$ cat src/rtl/mips_pipe_pkg.sv
// Shared widths and the MEM/WB payload record
// for the 16-bit MIPS pipeline.
package mips_pipe_pkg;

  localparam int DEF_DATA_W     = 16;
  localparam int DEF_REG_ADDR_W = 3;

  typedef struct packed {
    logic                      memtoreg;
    logic [DEF_DATA_W-1:0]     readdata;
    logic [DEF_DATA_W-1:0]     aluresult;
    logic [DEF_REG_ADDR_W-1:0] wreg;
    logic                      regwrite;
  } mem_wb_t;

  function automatic int mem_wb_bits(
    input int dw,
    input int aw
  );
    return 2 * dw + aw + 2;
  endfunction

endpackage

$ cat src/rtl/pipe_skid_reg.sv
// Generic valid/ready pipeline register with an
// optional one-entry skid buffer and flush.
module pipe_skid_reg #(
  parameter int W       = 8,
  parameter bit SKID_EN = 1'b1
) (
  input  logic         clk,
  input  logic         rst,
  input  logic         in_valid,
  output logic         in_ready,
  input  logic [W-1:0] in_data,
  input  logic         flush,
  output logic         out_valid,
  input  logic         out_ready,
  output logic [W-1:0] out_data
);

  logic         main_valid;
  logic [W-1:0] main_data;
  logic         in_fire;
  logic         drain;

  assign in_fire   = in_valid & in_ready;
  assign drain     = ~main_valid | out_ready;
  assign out_valid = main_valid;
  assign out_data  = main_data;

  generate
    if (SKID_EN) begin : g_skid
      logic         skid_valid;
      logic [W-1:0] skid_data;

      // ready comes straight from a flop: no
      // combinational path from out_ready
      assign in_ready = ~skid_valid;

      always_ff @(posedge clk) begin
        if (rst) begin
          main_valid <= 1'b0;
          main_data  <= '0;
          skid_valid <= 1'b0;
          skid_data  <= '0;
        end else if (flush) begin
          main_valid <= 1'b0;
          skid_valid <= 1'b0;
        end else if (drain) begin
          if (skid_valid) begin
            main_valid <= 1'b1;
            main_data  <= skid_data;
            skid_valid <= in_fire;
            if (in_fire) begin
              skid_data <= in_data;
            end
          end else begin
            main_valid <= in_fire;
            if (in_fire) begin
              main_data <= in_data;
            end
          end
        end else if (in_fire) begin
          skid_valid <= 1'b1;
          skid_data  <= in_data;
        end
      end
    end else begin : g_plain
      assign in_ready = drain;

      always_ff @(posedge clk) begin
        if (rst) begin
          main_valid <= 1'b0;
          main_data  <= '0;
        end else if (flush) begin
          main_valid <= 1'b0;
        end else if (drain) begin
          main_valid <= in_fire;
          if (in_fire) begin
            main_data <= in_data;
          end
        end
      end
    end
  endgenerate

endmodule

$ cat src/rtl/mem_wb_pipe.sv
// MEM->WB stage: registers the writeback payload,
// selects write data and masks R0 forwarding.
module mem_wb_pipe
  import mips_pipe_pkg::*;
#(
  parameter int DATA_W     = DEF_DATA_W,
  parameter int REG_ADDR_W = DEF_REG_ADDR_W,
  parameter bit SKID_EN    = 1'b1
) (
  input  logic                  clk,
  input  logic                  rst,
  input  logic                  in_valid,
  output logic                  in_ready,
  input  logic                  in_MemtoReg,
  input  logic [DATA_W-1:0]     in_ReadData,
  input  logic [DATA_W-1:0]     in_ALUResult,
  input  logic [REG_ADDR_W-1:0] in_WriteRegister,
  input  logic                  in_RegWrite,
  input  logic                  flush,
  output logic                  out_valid,
  input  logic                  out_ready,
  output logic                  O_RegWrite,
  output logic [REG_ADDR_W-1:0] O_WriteRegister,
  output logic [DATA_W-1:0]     O_WriteData,
  output logic                  O_MemtoReg,
  output logic [DATA_W-1:0]     O_ReadData,
  output logic [DATA_W-1:0]     O_ALUResult,
  output logic                  fwd_valid
);

  localparam int PW = mem_wb_bits(DATA_W, REG_ADDR_W);

  typedef struct packed {
    logic                  memtoreg;
    logic [DATA_W-1:0]     readdata;
    logic [DATA_W-1:0]     aluresult;
    logic [REG_ADDR_W-1:0] wreg;
    logic                  regwrite;
  } payload_t;

  payload_t in_p;
  payload_t out_p;

  assign in_p = '{
    memtoreg:  in_MemtoReg,
    readdata:  in_ReadData,
    aluresult: in_ALUResult,
    wreg:      in_WriteRegister,
    regwrite:  in_RegWrite
  };

  pipe_skid_reg #(
    .W       (PW),
    .SKID_EN (SKID_EN)
  ) u_reg (
    .clk       (clk),
    .rst       (rst),
    .in_valid  (in_valid),
    .in_ready  (in_ready),
    .in_data   (in_p),
    .flush     (flush),
    .out_valid (out_valid),
    .out_ready (out_ready),
    .out_data  (out_p)
  );

  assign O_MemtoReg      = out_p.memtoreg;
  assign O_ReadData      = out_p.readdata;
  assign O_ALUResult     = out_p.aluresult;
  assign O_WriteRegister = out_p.wreg;
  assign O_WriteData     = out_p.memtoreg ? out_p.readdata
                                          : out_p.aluresult;
  // stale fields must never look like a write
  assign O_RegWrite      = out_p.regwrite & out_valid;
  assign fwd_valid       = O_RegWrite & (out_p.wreg != '0);

endmodule

$ cat config.mk
export PLATFORM = sky130hd
export DESIGN_NAME = mem_wb_pipe
export DESIGN_NICKNAME = d
export VERILOG_FILES = /design/src/rtl/mips_pipe_pkg.sv /design/src/rtl/pipe_skid_reg.sv /design/src/rtl/mem_wb_pipe.sv
export SDC_FILE = /design/constraint.sdc
export NUM_CORES = 1
export LEC_CHECK = 0
export CORE_UTILIZATION = 50
export CTS_CLUSTER_DIAMETER = 40
export DETAILED_ROUTE_END_ITERATION = 8
export PLACE_DENSITY = 0.8
export REMOVE_ABC_BUFFERS = 1
export SETUP_SLACK_MARGIN = 0.4
export SYNTH_ARGS = -nofsm -noshare
export SYNTH_HDL_FRONTEND = slang
export SYNTH_SLANG_ARGS = --single-unit
$ cat constraint.sdc
create_clock -name clk -period 1.8 [get_ports clk]
set_input_delay 0.54 -clock clk [delete_from_list [all_inputs] [get_ports clk]]
set_output_delay 0.54 -clock clk [all_outputs]
set_load 0.01 [all_outputs]
==> results.py <==
metrics = {
    "finish": {
        "antenna_cells": 0,
        "area_growth_syn_to_layout_pct": 48.4,
        "fin_util_pct": 77.8,
        "fin_area_mm2": 0.00607,
        "final_cell_count_no_fill": 656,
        "fin_nets": 591,
        "drive_gt1_share_pct": 50.2,
    },
    "place": {
        "gp_congestion": 0.791,
        "place_area_mm2": 0.00495,
        "port_buffers": 97,
        "dp.cells": 598,
        "hpwlAfterDp_mm": 6.20,
    },
    "setup_path": {
        "reg2reg_depth": 5,
        "startpoint": "u_reg.g_skid.skid_valid$_SDFFE_PP0P_",
        "crit_fanout": 14,
        "start_kind": "register",
        "rr_startpoint": "u_reg.g_skid.skid_valid$_SDFFE_PP0P_",
        "cp-endpoint": "u_reg.out_data[12]$_SDFFE_PP0P_",
        "cp.arrival_ns": 1.92,
        "crit_required_ns": 2.00,
        "worstReg2RegEnd": "u_reg.out_data[12]$_SDFFE_PP0P_",
        "ff2ff_setup_slack_ns": 0.08,
        "worst-setup-path-type": "reg2reg",
        "worst_setup_path_end_kind": "register",
    },
    "yosys": {
        "synth_seq_cells": 76,
        "synth-warning-count": 0,
        "synth-xor-area-share_pct": 0,
        "synth_compound_area_share_pct": 9.14,
        "synth.avg_cell_area_um2": 9.07,
        "synth_top_family_by_area": "simple AND/OR/NAND/NOR gates",
        "synthesis.instances": 451,
        "ys_seq_area_share_pct": 37.2,
        "yosys.area_share.adder_pct": 0,
        "synthMuxAreaShare_pct": 19.2,
        "syn_area_mm2": 0.00409,
        "ys_types": 20,
        "synth-simple-area-share_pct": 19.5,
    },
    "clock_network": {
        "cts_root_buf": "clkbuf_8",
        "cts_buffers": 9,
        "ctsHtreeMaxLevel": 3,
        "cts_tree": "yes",
        "clk_latency_ns": 0.35,
        "cts_hold_buf": 0,
        "cts_sinks": 76,
        "clk_path_buf_depth": 2,
        "cts.clk_slew.worst_paths_ns": 0.09,
    },
    "die": {
        "die_h_um": 92.5,
        "core_mm2": 0.00781,
        "die-area_mm2": 0.00855,
        "rows": 32,
        "die_w_um": 92.5,
        "start_util_pct": 52.4,
        "io_pins": 98,
    },
    "routing": {
        "wl_per_cell_um": 20.1,
        "drc": 0,
        "drt_iter0_markers": 186,
        "first_pass_iters": 4,
        "drt-total-wl_mm": 13.2,
        "drtAntennaViolNets": 0,
        "route.detailed.vias_per_inst": 5.71,
        "vias": 3744,
    },
    "timing": {
        "post-route-period-util_pct": 95.5,
        "fmax_mhz": 582,
        "hold_ws_ns": 0.475,
        "rsz0062_at_grt": "true",
        "finalCriticalPeriod_ns": 1.72,
        "worst_pin_slew_ns": 0.537,
        "hold_viol_final": 0,
        "relSlewSlack_pct": 63.9,
        "setup_violations": 0,
        "finalClockSkew_ns": 0.00891,
        "fin_setup_tns_ns": 0,
        "drv_slew": 0,
    },
    "global_routing": {
        "grt_max_degree": 70,
        "grt_pass1_vias": 3673,
        "grt.overflow.total": 0,
        "gr-usage-all-layers_pct": 27.5,
        "antenna_found_initial": 0,
        "grt_pass1_wl_mm": 18.3,
    },
    "power_and_ir_drop": {
        "power.switching_mw": 1.14,
        "seqPwrFrac_pct": 41.9,
        "powerDensity_mw_per_mm2": 708,
        "p_leak_nw": 2.30,
        "peakVddDrop_mv": 0.383,
        "p_comb_share_pct": 20.1,
        "pwr-share-clk_pct": 38.0,
        "internal_power_mw": 3.16,
        "swShare_pct": 26.4,
    },
    "flow_run": {
        "maxCapViolations": 0,
    },
    "status": {
        "status": "completed",
    },
    "hold_path": {
        "hold_path_class": "reg2reg",
    },
}
## placed cells by master, fill, tap and decap left out, drive strengths merged
master         instances
or3                    1
o21ai                 16
clkbuf                12
mux2                  37
nor4b                  1
dfxtp                 76
bufinv                 3
nor2                   1
o31a                   1
nand2b                75
clkinv                 2
and2                   1
clkinvlp               1
a211oi                38
buf                  120
nand2                 16
clkdlybuf4s15          1
clkdlybuf4s50         37
nor2b                  1
nor4                  38
mux2i                 37
dlygate4sd2            1
inv                   38
## sequential cells by signal, indices dropped and copies added (netlist names)
name and cells:
u_reg.g_skid.skid_data 37, u_reg.out_data 37, u_reg.g_skid.skid_valid 1, u_reg.out_valid 1
## worst max-delay path, stage by stage (launching register included)
cell and delay, ns:
dfxtp_4 0.39, buf_12 0.11, buf_6 0.18, mux2_2 0.36, nor4_1 0.41, a211oi_2 0.13
## how the worst min path moves through the flow
stage	from	endpoint	depth (start not counted)
global route	u_reg.g_skid.skid_data[32]$_SDFFE_PP0P_	u_reg.g_skid.skid_data[32]$_SDFFE_PP0P_	2
finish	u_reg.g_skid.skid_data[21]$_SDFFE_PP0P_	u_reg.g_skid.skid_data[21]$_SDFFE_PP0P_	2
floorplan	u_reg.out_data[0]$_SDFFE_PP0P_	u_reg.out_data[0]$_SDFFE_PP0P_	2
CTS	u_reg.out_data[23]$_SDFFE_PP0P_	u_reg.out_data[23]$_SDFFE_PP0P_	2
detailed placement	u_reg.out_data[0]$_SDFFE_PP0P_	u_reg.out_data[0]$_SDFFE_PP0P_	2
global placement	u_reg.out_data[0]$_SDFFE_PP0P_	u_reg.out_data[0]$_SDFFE_PP0P_	2
## layout make-up
cell class | count | area (um2)
Tap cell | 102 | 128
Clock inverter | 6 | 111
Inverter | 38 | 145
Clock buffer | 10 | 138
Timing Repair Buffer | 161 | 1630
Sequential cell | 76 | 1580
Multi-Input combinational cell | 263 | 2340
Fill cell | 459 | 1740
## metal layers
| metal | global-route usage [%] | wire (um) |
|---|---|---|
| met1 | 33.8 | 5290 |
| met2 | 46.9 | 6550 |
| met3 | 5.17 | 809 |
| met4 | 11.2 | 517 |
| met5 | 0 | 0 |
## per-stage QoR
stage,setup slack (ns),power (mW)
global route,0.0361,4.44
detailed placement,-0.365,2.50
CTS,0.102,4.20
floorplan,-5.17,2.09
finish,0.0814,4.30
global placement,-0.258,2.49
## power groups by stage
stage | Clock [mW] | Combinational (mW) | Sequential (mW)
finish | 1.63 | 0.864 | 1.80
global route | 1.71 | 0.912 | 1.81
CTS | 1.64 | 0.769 | 1.80
detailed placement | 0 | 0.667 | 1.83
global placement | 0 | 0.658 | 1.83
floorplan | 0 | 0.235 | 1.86
## cell families after synthesis
family / Yosys count
simple gates: 134
flops: 76
compound gates: 55
buf+inv: 112
mux: 74
## cells in the mapped netlist
master	n	area (um2)
o31a_1	1	8.76
nand2_1	16	60.1
inv_1	38	143
nand2b_1	75	469
and2_1	1	6.26
buf_6	6	67.6
nor2b_1	1	6.26
buf_4	37	278
nor4b_1	1	8.76
clkbuf_1	24	90.1
mux2_2	37	417
buf_1	2	7.51
dfxtp_1	76	1520
or3_1	1	6.26
mux2i_1	37	370
a211oi_1	38	285
buf_2	5	25.0
o21ai_0	16	80.1
nor2_1	1	3.75
nor4_1	38	238
## repair_timing
| action | CTS | global route |
|---|---|---|
| pin swaps | 29 | 13 |
| cloned | 7 | 3 |
| buffers inserted | 21 | 11 |
| resized for setup | 360 | 44 |
| endpoints found under the setup margin | 132 | 104 |
| endpoints found under the hold margin | 0 | 0 |
Power figures use the tool's default switching activity.
